### config.mk
export PLATFORM = sky130hd
export DESIGN_NAME = oam_line_scanner
export DESIGN_NICKNAME = d
export VERILOG_FILES = /design/src/rtl/gba_obj_pkg.sv /design/src/rtl/obj_height_lut.sv /design/src/rtl/oam_line_scanner.sv
export SDC_FILE = /design/constraint.sdc
export NUM_CORES = 1
export LEC_CHECK = 0
export ABC_AREA = 1
export BUFFER_PORTS_ARGS = -buffer_cell sky130_fd_sc_hd__buf_4
export CAP_MARGIN = 20
export CORE_ASPECT_RATIO = 1.4
export CORE_MARGIN = 2
export CORE_UTILIZATION = 30
export CTS_CLUSTER_SIZE = 10
export DETAILED_ROUTE_END_ITERATION = 6
export SLEW_MARGIN = 20
export SYNTH_ARGS = -nofsm -noshare
export SYNTH_HDL_FRONTEND = slang
export SYNTH_SLANG_ARGS = --single-unit
### constraint.sdc
create_clock -name clk -period 3.7 [get_ports clk]
set_clock_uncertainty 0.05 [all_clocks]
set_input_delay 0.74 -clock clk [delete_from_list [all_inputs] [get_ports clk]]
set_output_delay 0.74 -clock clk [all_outputs]
set_load 0.01 [all_outputs]
### src/rtl/gba_obj_pkg.sv
// Shared types and constants for the OBJ (sprite) line evaluation path.
package gba_obj_pkg;

  localparam int unsigned OBJ_ENTRIES = 128;

  // {bit9, affine} pattern that marks an entry as switched off.
  localparam logic [1:0] OBJ_DISABLE_BITS = 2'b10;

  typedef enum logic [2:0] {
    StIdle,
    StRd01,
    StRd2,
    StOut,
    StDone
  } obj_state_t;

  typedef enum logic [1:0] {
    ShapeSquare,
    ShapeWide,
    ShapeTall,
    ShapeBad
  } obj_shape_t;

  typedef struct packed {
    obj_shape_t  shape;
    logic [3:0]  misc;
    logic        bit9;
    logic        affine;
    logic [7:0]  y;
  } obj_attr0_t;

  typedef struct packed {
    logic [1:0]  size;
    logic [13:0] misc;
  } obj_attr1_t;

  typedef struct packed {
    logic [15:0] attr2;
    obj_attr1_t  attr1;
    obj_attr0_t  attr0;
  } obj_attr_t;

endpackage

### src/rtl/obj_height_lut.sv
// Sprite height decode: shape/size/double-size -> height in lines, flags shape 3.
module obj_height_lut
  import gba_obj_pkg::*;
(
  input  obj_shape_t  shape,
  input  logic [1:0]  size,
  input  logic        dbl,
  output logic [7:0]  height,
  output logic        invalid
);

  logic [7:0] base;

  // Base height table, doubled for affine double-size sprites.
  always_comb begin
    base    = 8'd8;
    invalid = 1'b0;
    unique case (shape)
      ShapeSquare: begin
        unique case (size)
          2'd0: base = 8'd8;
          2'd1: base = 8'd16;
          2'd2: base = 8'd32;
          2'd3: base = 8'd64;
        endcase
      end
      ShapeWide: begin
        unique case (size)
          2'd0: base = 8'd8;
          2'd1: base = 8'd8;
          2'd2: base = 8'd16;
          2'd3: base = 8'd32;
        endcase
      end
      ShapeTall: begin
        unique case (size)
          2'd0: base = 8'd16;
          2'd1: base = 8'd32;
          2'd2: base = 8'd32;
          2'd3: base = 8'd64;
        endcase
      end
      ShapeBad: invalid = 1'b1;
    endcase
    height = dbl ? {base[6:0], 1'b0} : base;
  end

endmodule

### src/rtl/oam_line_scanner.sv
// Walks every OAM entry for one scanline and streams out the visible sprites.
module oam_line_scanner
  import gba_obj_pkg::*;
#(
  parameter int unsigned ENTRIES   = OBJ_ENTRIES,
  parameter logic [13:0] BASE_WORD = 14'h0000
) (
  input  logic        clk,
  input  logic        rst,
  input  logic        start,
  input  logic [7:0]  line,
  output logic        busy,
  output logic [13:0] oam_addr,
  input  logic [31:0] oam_rdata,
  output logic        out_valid,
  input  logic        out_ready,
  output logic [6:0]  out_index,
  output logic [15:0] out_attr0,
  output logic [15:0] out_attr1,
  output logic [15:0] out_attr2,
  output logic [6:0]  out_row,
  output logic        done,
  output logic [7:0]  hit_count
);

  localparam int unsigned   IdxW    = $clog2(ENTRIES);
  localparam logic [IdxW-1:0] LastIdx = IdxW'(ENTRIES - 1);

  obj_state_t      state_q, state_d;
  logic [IdxW-1:0] idx_q, idx_d;
  logic [13:0]     addr_q, addr_d;
  logic [7:0]      line_q;
  obj_attr_t       attr_q;
  logic [6:0]      row_q;
  logic [7:0]      hits_q;

  obj_attr0_t      rd_a0;
  obj_attr1_t      rd_a1;
  logic [7:0]      height;
  logic            shape_bad;
  logic            disabled;
  logic            dbl;
  logic [7:0]      rd_row;
  logic [7:0]      cap_row;
  logic            hit;
  logic            last;

  // Decode the {attr1, attr0} word straight off the read port.
  assign rd_a0    = obj_attr0_t'(oam_rdata[15:0]);
  assign rd_a1    = obj_attr1_t'(oam_rdata[31:16]);
  assign disabled = ({rd_a0.bit9, rd_a0.affine} == OBJ_DISABLE_BITS);
  assign dbl      = rd_a0.bit9 & rd_a0.affine;
  // 8-bit wrap lets sprites with Y near 255 reach the top lines.
  assign rd_row   = line_q - rd_a0.y;
  assign hit      = !disabled && !shape_bad && (rd_row < height);
  assign last     = (idx_q == LastIdx);
  assign cap_row  = line_q - attr_q.attr0.y;

  obj_height_lut u_height_lut (
    .shape   (rd_a0.shape),
    .size    (rd_a1.size),
    .dbl     (dbl),
    .height  (height),
    .invalid (shape_bad)
  );

  // State register.
  always_ff @(posedge clk) begin
    if (rst) begin
      state_q <= StIdle;
    end else begin
      state_q <= state_d;
    end
  end

  // Next state and entry index.
  always_comb begin
    state_d = state_q;
    idx_d   = idx_q;
    unique case (state_q)
      StIdle: begin
        if (start) begin
          state_d = StRd01;
          idx_d   = '0;
        end
      end
      StRd01: begin
        if (hit) begin
          state_d = StRd2;
        end else if (last) begin
          state_d = StDone;
        end else begin
          idx_d = idx_q + IdxW'(1);
        end
      end
      StRd2: state_d = StOut;
      StOut: begin
        if (out_ready) begin
          if (last) begin
            state_d = StDone;
          end else begin
            state_d = StRd01;
            idx_d   = idx_q + IdxW'(1);
          end
        end
      end
      StDone:  state_d = StIdle;
      default: state_d = StIdle;
    endcase
  end

  // Address is registered, so it is set up from the state being entered.
  always_comb begin
    addr_d = addr_q;
    if (state_d == StRd01) begin
      addr_d = BASE_WORD + 14'({idx_d, 1'b0});
    end else if (state_d == StRd2) begin
      addr_d = BASE_WORD + 14'({idx_d, 1'b1});
    end
  end

  // Outputs decoded from the current state.
  always_comb begin
    busy      = (state_q != StIdle);
    out_valid = (state_q == StOut);
    done      = (state_q == StDone);
  end

  // Datapath: index, address, captured line, record fields and hit counter.
  always_ff @(posedge clk) begin
    if (rst) begin
      idx_q  <= '0;
      addr_q <= BASE_WORD;
      line_q <= '0;
      attr_q <= '0;
      row_q  <= '0;
      hits_q <= '0;
    end else begin
      idx_q  <= idx_d;
      addr_q <= addr_d;
      if (state_q == StIdle && start) begin
        line_q <= line;
        hits_q <= '0;
      end
      if (state_q == StRd01) begin
        attr_q.attr0 <= rd_a0;
        attr_q.attr1 <= rd_a1;
      end
      if (state_q == StRd2) begin
        attr_q.attr2 <= oam_rdata[15:0];
        row_q        <= cap_row[6:0];
      end
      if (state_q == StOut && out_ready) begin
        hits_q <= hits_q + 8'd1;
      end
    end
  end

  assign oam_addr  = addr_q;
  assign out_index = 7'(idx_q);
  assign out_attr0 = attr_q.attr0;
  assign out_attr1 = attr_q.attr1;
  assign out_attr2 = attr_q.attr2;
  assign out_row   = row_q;
  assign hit_count = hits_q;

endmodule

Word level (Yosys, flattened, before mapping):

Index checks and enable logic that the tools add are counted.

* logic and storage cells: 71
* output and inout port bits: 87
* flip-flop bits (word level): 89

* order comparisons: 1
* add/subtract/negate cells: 4
* eq/ne operators: 14
* bitwise gates (word level): 1
* muxes and demuxes: 21
* reduce and logical (&&, ||, !) cells: 15

Operators with widths (count)
* 8-bit one-hot mux with 3 select lines: 3
* 8-bit two-way mux: 5
* 8-bit one-hot mux with 4 select lines: 1
* 7-bit two-way mux: 4
* 7-bit one-hot mux with 3 select lines: 1
* 3-bit two-way mux: 5
* 3-bit one-hot mux with 4 select lines: 1
* 2-bit == test (second input constant): 5
* 3-bit by 2-bit == test with 1-bit output (second input constant): 3
* 8-bit by 1-bit adder with 8-bit output (second input constant): 1
* 8-bit < comparator: 1
* 8-bit subtractor: 1
* 7-bit by 1-bit adder with 7-bit output (second input constant): 1
* 7-bit == test (second input constant): 1
* 7-bit subtractor: 1
* 3-bit by 1-bit == test with 1-bit output (second input constant): 2
* 2-bit OR reduction: 3
* 2-bit by 1-bit == test with 1-bit output (second input constant): 2
* 1-bit logical AND: 4
* 2-bit zero test: 2
* 2-bit nonzero test: 2
* 3-bit == test (second input constant): 1
* 3-bit zero test: 1
* 3-bit nonzero test: 1
* 3 further kinds: 4

Logic depth before layout (Yosys ltp):

Gate-level depths: netlist of run 1.

* depth after elaboration: 12
* depth in mapped cells: 25
* mapped depth without buffers: 25

Cells and area by module:

From an unflattened synthesis of run 1, not the netlist that was laid out.

* cell total of the unflattened synthesis: 609
* area, all modules: 4491.8 sq um

Modules (own cells, without submodules)
* oam_line_scanner: area an instance 4237.8 sq um, times used 1, seq. area each 1781.7 sq um, cells each 565
* obj_height_lut: area an instance 254.0 sq um, times used 1, seq. area each 0.0 sq um, cells each 44

Worst setup path before layout of run 1:

No wires, ideal clock.

* path kind: input to register
* start: input port oam_rdata[2]
* end: register addr_q[2] (netlist: oam_addr[2])
* required time: 3536 ps
* arrival time: 3384 ps
* stages: 23
* path slack: 152 ps
* cells stage by stage: inv_1 ha_1 a21oi_1 nand2_1 nand2_1 nand2_1 a21o_1 a21o_1 nand2_1 nand2_1 xor2_1 ha_1 nand2_1 nor3b_1 nor3_4 nand3_2 nand2_1 inv_2 nand2_2 nand2_4 inv_4 nor2_1 nor2_1

* cells in the longest elaborated chain, start to end: 7
* elaborated cells between the ends (all ways): 12

Ends and longest elaborated chain
* start, declared: line oam_line_scanner.sv:14 `input logic [31:0] oam_rdata,`
* 8-bit subtractor *: line oam_line_scanner.sv:54 `assign rd_row = line_q - rd_a0.y;`
* 8-bit < comparator *: line oam_line_scanner.sv:55 `assign hit = !disabled && !shape_bad && (rd_row < height);`
* 1-bit logical AND *: line oam_line_scanner.sv:55
* 3-bit two-way mux / 7-bit two-way mux (equally long branches): line oam_line_scanner.sv:88 `if (hit) begin`
* 3-bit one-hot mux with 4 select lines / 7-bit one-hot mux with 3 select lines (equally long branches): line oam_line_scanner.sv:80 `unique case (state_q)`
* 3-bit by 1-bit == test with 1-bit output, or another cell as far along: line oam_line_scanner.sv:115 `if (state_d == StRd01) begin`
* 8-bit two-way mux / 2-bit nonzero test (equally long branches)
* end signal, assigned: line oam_line_scanner.sv:140 `addr_q <= addr_d;`
* end, declared: line oam_line_scanner.sv:31 `logic [13:0] addr_q, addr_d;`

Mark *: on every way between the ends. The rest lies on a longest branch, timed or not. The select of a mux whose other input is x is not followed.
A chain may end at the register's enable or synchronous reset.

Worst setup path after layout of run 1:

* start: input port oam_rdata[2]
* end: register addr_q[5] (netlist: oam_addr[5])

The elaborated chain is that of the path after synthesis.

==> results_dict.tcl, run 1 <==
set metrics [dict create \
    finalNetCount 778 \
    grt.busiest_layer "met2" \
    first_pass_iters 4 \
    whs_ps 437 \
    clockPowerShare_pct 28.2 \
    synth_xor_area_share_pct 2.82 \
    n_antenna_cell 0 \
    startpoint_type "input port" \
    maxCapViolations 0 \
    wirelength_um 12200 \
    layout-drive-gt1-share_pct 28.0 \
    pwr-share-seq_pct 36.5 \
    areaGrowthSynthToFinish_pct 36.1 \
    grt_max_degree 67 \
    worst_ep_required_time_ps 3880 \
    row_count 52 \
    grt_pass1_vias 3910 \
    use_met2_pct 27.5 \
    ys_types 41 \
    grt_overflow 0 \
    wire_per_inst_um 13.5 \
    crit_fanout 5 \
    path_class "input port to flip-flop" \
    cts_buffers 9 \
    clock_path_buffers 2 \
    synth_edf_count 0 \
    syn_avg_cell_area_um2 7.49 \
    synth_ff_type "dfxtp_1" \
    cts_htree_levels 3 \
    ys_ff_latch 89 \
    gp_congestion 0.850 \
    yosysWarnings 0 \
    fmax_ghz 0.280 \
    grt_pass1_wl_um 19500 \
    swShare_pct 35.3 \
    tritoncts "done" \
    worstPathArrival_ps 3750 \
    dp.cells 882 \
    endpoint_kind "flip-flop" \
    p_comb_share_pct 35.3 \
    synth-simple-area-share_pct 21.9 \
    cellPowerDensity_nw_per_um2 565 \
    dieArea_um2 15500 \
    rsz0062_at_grt "true" \
    ys_seq_area_share_pct 41.0 \
    fin_crit_sh_pct 96.4 \
    slowest_delay_ps 320 \
    ant_nets 0 \
    viasPerCell 4.53 \
    p_sw_mw 1.18 \
    pin_count 131 \
    path_cells "buf_6 -> inv_4 -> ha_4 -> a21oi_4 -> nand2_2 -> nand2_2 -> nand2_2 -> a21o_1 -> a21o_1 -> nand2_1 -> nand2_1 -> xor2_1 -> ha_1 -> a21oi_2 -> o211ai_1 -> nor3_4 -> nand3_2 -> nand2_1 -> inv_2 -> nand2_4 -> nand2_8 -> o21bai_1 -> nor2_1" \
    intPower_mw 2.16 \
    antenna_found_initial 0 \
    syn_inst 580 \
    synth.area.mux_share_pct 0 \
    netlist_area_um2 4340 \
    stdcell_count 903 \
    portBuffers 124 \
    synth_top_family_by_area "simple AND/OR/NAND/NOR gates" \
    cts-root-buf "clkbuf_16" \
    vias 4093 \
    peakVddDrop_mv 0.249 \
    finalCriticalPeriod_ps 3570 \
    die_h_um 146 \
    fp.dieW_um 106 \
    use_met3_pct 3.93 \
    drt_iter0_drc 136 \
    cts.clk_slew.worst_paths_ps 70 \
    synthAdderAreaFrac_pct 7.37 \
    status "finished clean" \
    clk_latency_ps 340 \
    cpMaxStageDelayCell "ha_1" \
    grtUsageMet1_pct 18.4 \
    track_usage_pct 15.7 \
    core_area_um2 14300 \
    hp-class "flip-flop to flip-flop" \
    async_reset_ff_share_pct 0 \
    p_leak_nw 2.84 \
    worstMarginPinSlew_ps 809 \
    hpwl_um 8650 \
    clock-sinks 89 \
    drc_errors 0 \
    relSlewSlack_pct 46.0 \
    synth_compound_area_share_pct 18.1 \
    hold_viol 0 \
    initial_core_util_pct 30.3 \
    setup_violations 0 \
    drv_slew 0 \
]
## Yosys cell counts, drive strengths merged, types with 2 or more instances
cell type	n	share of area (%)
a221oi	2	0.40
dfxtp	89	41
o21ai	79	9.2
o21bai	10	1.7
o211ai	2	0.35
clkbuf	20	2.0
inv	65	5.7
nand3	17	2.2
a21oi	44	5.1
a31oi	2	0.29
buf	7	1.1
nand2	73	6.9
ha	24	6.9
nor3	7	1.7
xor2	9	1.8
a21o	2	0.35
xnor2	5	1.0
nor2	112	10
## registers in the layout (all words and copies together) (netlist names)
register   count
out_attr0     16
out_attr1     16
out_attr2     16
hit_count      8
line_q         8
oam_addr       8
out_index      7
out_row        7
state_q        3
## cell families (layout without fill, tap and decap cells)
logic type	after synthesis	count (layout)
simple gates	214	215
flops	89	89
other cells	1	6
buf+inv	92	220
compound gates	145	145
xor+xnor	14	14
fa+ha+maj	25	25
## layout by cell type (no fill, tap or decap), drive strengths merged
cell	count
ha	24
nand3b	1
xnor2	5
clkinvlp	2
nor3	7
inv	68
nor3b	1
a21oi	44
or2	1
xor2	9
clkbuf	9
a31oi	2
o21ai	79
nand3	17
a211oi	1
bufinv	1
o21bai	10
nand4	1
nor2	112
o22ai	1
o31ai	1
a32oi	1
nor4	1
buf	139
a21o	2
fa	1
conb	6
dfxtp	89
a221oi	2
clkinv	1
o211ai	2
nand2	74
## path summary, 6_finish.rpt
kind / slack (ps) / depth (start not counted) / startpoint / to
worst max-delay path: 130 / 23 / oam_rdata[2] / oam_addr[5]
worst min-delay path: 440 / 2 / line_q[0] / line_q[0]
worst max register to register: 210 / 23 / line_q[1] / oam_addr[5]
worst min register to register: 440 / 2 / line_q[0] / line_q[0]
## critical path, delay by kind of cell
family / cells / cell delay [ps]
adders and majority gates: 2 / 530
and+or+nand+nor: 11 / 1170
xor gates and xnor gates: 1 / 140
AOI/OAI and AO/OA: 6 / 980
buffers and inverters: 3 / 210
## stage by stage
step           worst slack [ps]  instance area (µm²)  TNS (ps)  util, %  total power [mW]
4_1_cts                    78.9                 5790         0     40.4              3.31
5_1_grt                   -34.6                 5910      -133     41.3              3.57
3_5_place_dp               -218                 5490     -1980     38.3              2.35
6_report                    133                 5910         0     41.3              3.34
2_1_floorplan               152                 4360         0        -              1.89
3_3_place_gp               -115                 5490      -722     38.3              2.34
## layer usage
metal  vias to the layer above  part of all wire, %
li1                       2129                    -
met1                      1843                   42
met2                       104                   50
met3                        17                  6.1
met4                         0                  1.8
met5                         -                    0
## timing repair
action | 4_1_cts | 5_1_grt
hold buffers | 0 | 0
gates resized for setup | 0 | 21
setup endpoints to repair | 0 | 13
buffers inserted | 0 | 4
## power groups by stage
stage	Clock, mW	Combinational [mW]	Sequential [mW]
2_1_floorplan	0	0.607	1.29
3_3_place_gp	0	1.11	1.24
5_1_grt	1.01	1.32	1.24
6_report	0.942	1.18	1.22
4_1_cts	0.970	1.12	1.22
3_5_place_dp	0	1.11	1.24
## cell type report
type | instances | area, µm²
clock buffers | 9 | 225
clock inverters | 7 | 76.3
fillers | 1533 | 8400
inverters | 65 | 254
multi-input cells | 405 | 2290
flip-flops and latches | 89 | 1780
well taps | 189 | 236
repair buffers | 139 | 1050
Power figures use the tool's default switching activity.
==> inputs of run 2 (changes only) <==
--- a/config.mk
+++ b/config.mk
@@ -11,8 +11,10 @@
 export CORE_ASPECT_RATIO = 1.4
 export CORE_MARGIN = 2
 export CORE_UTILIZATION = 30
+export CTS_CLUSTER_DIAMETER = 40
 export CTS_CLUSTER_SIZE = 10
 export DETAILED_ROUTE_END_ITERATION = 6
+export RECOVER_POWER = 100
 export SLEW_MARGIN = 20
 export SYNTH_ARGS = -nofsm -noshare
 export SYNTH_HDL_FRONTEND = slang
==> results_dict.tcl, run 2 (synthesis gave the netlist of run 1 again) <==
set metrics [dict create \
    gp_congestion 0.850 \
    n_antenna_cell 0 \
    reg2reg_slack_ps 220 \
    startpoint_type "input port" \
    fmax_ghz 0.281 \
    ant_nets 0 \
    maxCapViolations 0 \
    initial_core_util_pct 30.3 \
    rr_worst_depth 23 \
    cts_buffers 9 \
    areaGrowthSynthToFinish_pct 29.0 \
    cts.clk_slew.worst_paths_ps 70 \
    status "finished clean" \
    endpoint "oam_addr[5]" \
    p_total_mw 3.22 \
    hp-class "flip-flop to flip-flop" \
    setup_violations 0 \
    final_common_cell "nor2_1" \
    fp.dieW_um 106 \
    portBuffers 124 \
    crit_fanout 5 \
    worstPathArrival_ps 3750 \
    cts_htree_levels 3 \
    path_class "input port to flip-flop" \
    r2r_end "oam_addr[5]" \
    grt_pass1_wl_um 19500 \
    r2r-start "line_q[1]" \
    rsz0062_at_grt "true" \
    slowest_delay_ps 320 \
    crit_start "oam_rdata[2]" \
    critical_path.top_delay_family "simple AND/OR/NAND/NOR gates" \
    antenna_found_initial 0 \
    finalCriticalPeriod_ps 3560 \
    endpoint_kind "flip-flop" \
    cellPowerDensity_nw_per_um2 575 \
    first_pass_iters 4 \
    hpwl_um 8650 \
    drt_iter0_drc 156 \
    drc_errors 0 \
    clock-sinks 89 \
    clock_path_buffers 2 \
    viasPerCell 4.53 \
    relSlewSlack_pct 20.3 \
    final_cell_mix "nor2_1 (105), dfxtp_1 (89), clkbuf_1 (81)" \
    drv_slew 0 \
    grt_overflow 0 \
    cpMaxStageDelayCell "ha_1" \
    wl_met3_um 712 \
    cts-root-buf "clkbuf_16" \
    wirelength_um 12200 \
    grt_pass1_vias 3910 \
    tritoncts "done" \
    track_usage_pct 15.7 \
    finalNetCount 778 \
    worstMarginPinSlew_ps 1200 \
    worstSetupPathDepth 23 \
    worst_ep_required_time_ps 3880 \
    hold_viol 0 \
    row_count 52 \
    core_area_um2 14300 \
    clk_latency_ps 340 \
    wl_met2_um 6100 \
    worst-path-buf-inv 3 \
    met1_length_um 5170 \
    pin_count 131 \
    layout-drive-gt1-share_pct 16.5 \
    vias 4095 \
    path_cells "buf_6 -> inv_4 -> ha_4 -> a21oi_4 -> nand2_2 -> nand2_2 -> nand2_2 -> a21o_1 -> a21o_1 -> nand2_1 -> nand2_1 -> xor2_1 -> ha_1 -> a21oi_2 -> o211ai_1 -> nor3_4 -> nand3_2 -> nand2_1 -> inv_2 -> nand2_4 -> nand2_8 -> o21bai_1 -> nor2_1" \
    grt_max_degree 67 \
    wire_per_inst_um 13.5 \
    dieArea_um2 15500 \
    whs_ps 432 \
    p_leak_nw 2.50 \
    fin_crit_sh_pct 96.3 \
    die_h_um 146 \
    dr.max_layer_used "met4" \
    peakVddDrop_mv 0.230 \
]
## run 2: cell count changes in the layout (fill, tap and decap cells not counted), sizes merged
cell,before,now
buf,139,57
clkbuf,9,91
## run 2: through the flow
step / setup slack (ps) / cell area [µm²] / setup TNS, ps / cells / util [%]
CTS: 78.9 / 5790 / 0 / 898 / 40.4
global route: -34.6 / 5600 / -136 / 903 / 39.1
floorplan: 152 / 4360 / 0 / 585 / -
finish: 135 / 5600 / 0 / 903 / 39.1
detailed placement: -218 / 5490 / -1980 / 882 / 38.3
global placement: -115 / 5490 / -722 / 882 / 38.3
## run 2: where the power goes
group / leakage (nW) / total (mW) / internal [mW] / switching, mW
Clock: 0.143 / 0.941 / 0.530 / 0.411
Combinational: 1.63 / 1.07 / 0.405 / 0.662
Sequential: 0.728 / 1.21 / 1.12 / 0.0984
## run 2: routing by layer
metal  vias to the layer above  global-route usage [%]
met5                         -                       0
met4                         0                    5.66
met3                        16                    3.93
met2                       103                    27.5
met1                      1844                    18.4
li1                       2132                       -
## run 2: final cells by class
cell class	count	area, µm²
clock inverter	7	76.3
sequential	89	1780
multi-input combinational	405	2280
timing repair buffer	139	744
inverter	65	254
tap	189	236
clock buffer	9	225
fill	1618	8710
## run 2: how the worst min path moves through the flow
stage | from | to | slack (ps) | cells past startpoint
after floorplan | line_q[0] | line_q[0] | 400 | 2
after global placement | line_q[0] | line_q[0] | 420 | 2
after detailed placement | hit_count[7] | hit_count[7] | 430 | 1
after CTS | line_q[0] | line_q[0] | 440 | 2
after global routing | hit_count[7] | hit_count[7] | 450 | 1
final | hit_count[7] | hit_count[7] | 430 | 1
## run 2: timing repair
item                                    CTS  global route
endpoints found under the setup margin    0            13
hold buffers                              0             0
resized for setup                         0            21
buffers inserted                          0             4
==> inputs of run 3 (changes only) <==
--- a/config.mk
+++ b/config.mk
@@ -7,13 +7,14 @@
 export LEC_CHECK = 0
 export ABC_AREA = 1
 export BUFFER_PORTS_ARGS = -buffer_cell sky130_fd_sc_hd__buf_4
-export CAP_MARGIN = 20
+export CAP_MARGIN = 10
 export CORE_ASPECT_RATIO = 1.4
 export CORE_MARGIN = 2
-export CORE_UTILIZATION = 30
+export CORE_UTILIZATION = 45
 export CTS_CLUSTER_DIAMETER = 40
 export CTS_CLUSTER_SIZE = 10
 export DETAILED_ROUTE_END_ITERATION = 6
+export PLACE_DENSITY = 0.74
 export RECOVER_POWER = 100
 export SLEW_MARGIN = 20
 export SYNTH_ARGS = -nofsm -noshare
==> results_dict.tcl, run 3 (synthesis gave the netlist of run 1 again) <==
set metrics [dict create \
    first_pass_iters 7 \
    initial_core_util_pct 46.2 \
    grt_max_degree 48 \
    seqCellArea_um2 1780 \
    worstSetupPathDepth 23 \
    viasPerCell 5.15 \
    fin_crit_sh_pct 93.2 \
    core_area_um2 9410 \
    clock_path_buffers 2 \
    setup_violations 0 \
    intPower_mw 2.05 \
    maxCapViolations 0 \
    ant_nets 0 \
    fp.dieW_um 87.0 \
    vias 4226 \
    path_class "input port to flip-flop" \
    grt_overflow 0 \
    wire_per_inst_um 14.4 \
    grt_pass1_wl_um 18900 \
    slowest_delay_ps 300 \
    row_count 42 \
    n_antenna_cell 0 \
    die_h_um 120 \
    cts_buffers 9 \
    crit_fanout 4 \
    multi_input_area_um2 2240 \
    worstMarginPinSlew_ps 968 \
    hold_viol 0 \
    clockPowerShare_pct 30.0 \
    critical_path.top_delay_family "simple AND/OR/NAND/NOR gates" \
    reg2reg_slack_ps 450 \
    clock-sinks 89 \
    cpMaxStageDelayCell "ha_1" \
    pwr-share-seq_pct 38.2 \
    status "finished clean" \
    worstPathArrival_ps 3630 \
    hpwl_um 8640 \
    peakVddDrop_mv 0.313 \
    dieArea_um2 10500 \
    final_cell_mix "nor2_1 (104), dfxtp_1 (89), clkbuf_1 (84)" \
    startpoint_type "input port" \
    clk_latency_ps 340 \
    cts_htree_levels 3 \
    r2r_end "oam_addr[3]" \
    drt_iter0_drc 190 \
    rsz0062_at_grt "false" \
    worst_ep_required_time_ps 3890 \
    gp_congestion 0.876 \
    fillers 917 \
    endpoint "oam_addr[3]" \
    cts.clk_slew.worst_paths_ps 70 \
    crit_start "oam_rdata[2]" \
    layout-drive-gt1-share_pct 14.6 \
    worst-path-buf-inv 2 \
    p_sw_mw 1.13 \
    p_total_mw 3.19 \
    tritoncts "done" \
    crit_top_cell "nand2_1" \
    swShare_pct 35.5 \
    track_usage_pct 22.6 \
    path_cells "clkbuf_4 -> inv_2 -> ha_4 -> a21oi_2 -> nand2_1 -> nand2_1 -> nand2_1 -> a21o_1 -> a21o_1 -> nand2_1 -> nand2_1 -> xor2_1 -> ha_1 -> a21oi_1 -> o211ai_1 -> nor3_4 -> nand2_2 -> nand2_2 -> nand2_2 -> nand2_4 -> nand2_1 -> o21bai_1 -> nor2_1" \
    areaGrowthSynthToFinish_pct 24.9 \
    drc_errors 0 \
    cts_hold_buffers 0 \
    rr_worst_depth 21 \
    drv_slew 0 \
    hp-class "flip-flop to flip-flop" \
    relSlewSlack_pct 35.5 \
    finalNetCount 775 \
    finalCriticalPeriod_ps 3450 \
    wirelength_um 11800 \
    grt_pass1_vias 3988 \
    cts-root-buf "clkbuf_16" \
    final_core_utilization_pct 57.7 \
    fmax_ghz 0.290 \
    endpoint_kind "flip-flop" \
    final_common_cell "nor2_1" \
    antenna_found_initial 0 \
    portBuffers 124 \
    cellPowerDensity_nw_per_um2 587 \
    pin_count 131 \
    p_leak_nw 2.49 \
    r2r-start "line_q[2]" \
    p_comb_share_pct 31.8 \
]
run 3: cell count changes in the layout (fill, tap and decap cells not counted), moves of 2 or more:
cell      delta
nand2_2      -5
buf_4        -4
clkbuf_8     +2
clkbuf_1     +3
nand2_1      +6
inv_1        +2
inv_6        -3
buf_6        -2
run 3: power groups by stage:
stage / combinational [mW] / sequential, mW / clock (mW)
floorplan: 0.607 / 1.29 / 0
global placement: 1.06 / 1.23 / 0
detailed placement: 1.09 / 1.24 / 0
CTS: 1.10 / 1.22 / 0.973
global route: 1.14 / 1.24 / 1.01
finish: 1.01 / 1.22 / 0.956
run 3: worst min path at each step:
stage | start | end | slack (ps) | cells after the start
6_report | hit_count[7] | hit_count[7] | 440 | 1
5_1_grt | hit_count[7] | hit_count[7] | 460 | 1
4_1_cts | line_q[0] | line_q[0] | 440 | 2
3_5_place_dp | line_q[0] | line_q[0] | 430 | 2
3_3_place_gp | line_q[0] | line_q[0] | 420 | 2
2_1_floorplan | line_q[0] | line_q[0] | 400 | 2
run 3: metal layers:
metal	global-route usage [%]	part of all wire, %	vias up
li1	-	-	2129
met4	8.98	2.2	0
met1	27.0	42	1969
met2	38.8	51	109
met5	0	0	-
met3	5.12	5.4	19
run 3: what timing repair did:
item / 4_1_cts / 5_1_grt
setup endpoints to repair: 0 / 11
setup buffers: 0 / 1
hold endpoints to repair: 0 / 0
resized for setup: 0 / 8
run 3: stage by stage:
step	std cells	hold WS [ps]	TNS [ps]	setup WS, ps	instance area (µm²)
6_report	821	437	0	252	5430
3_5_place_dp	803	429	-1220	-159	5390
4_1_cts	819	440	0	193	5700
2_1_floorplan	585	402	0	152	4360
5_1_grt	821	457	0	20.8	5430
3_3_place_gp	803	417	-532	-86.2	5390
run 3: worst register-to-register path: cells and delay by family (launching register included):
| kind | cells | cell delay [ps] |
|---|---|---|
| and+or+nand+nor | 12 | 1120 |
| AOI/OAI and AO/OA | 6 | 950 |
| adders and majority gates | 2 | 530 |
| DFF | 1 | 390 |
| xor gates and xnor gates | 1 | 140 |
run 3: area by class of cell:
type	count	area share, %
Sequential cell	89	32.8
Clock buffer	11	4.66
Clock inverter	5	1.15
Inverter	65	4.54
Timing Repair Buffer	136	13.0
Tap cell	110	2.54
Multi-Input combinational cell	405	41.3
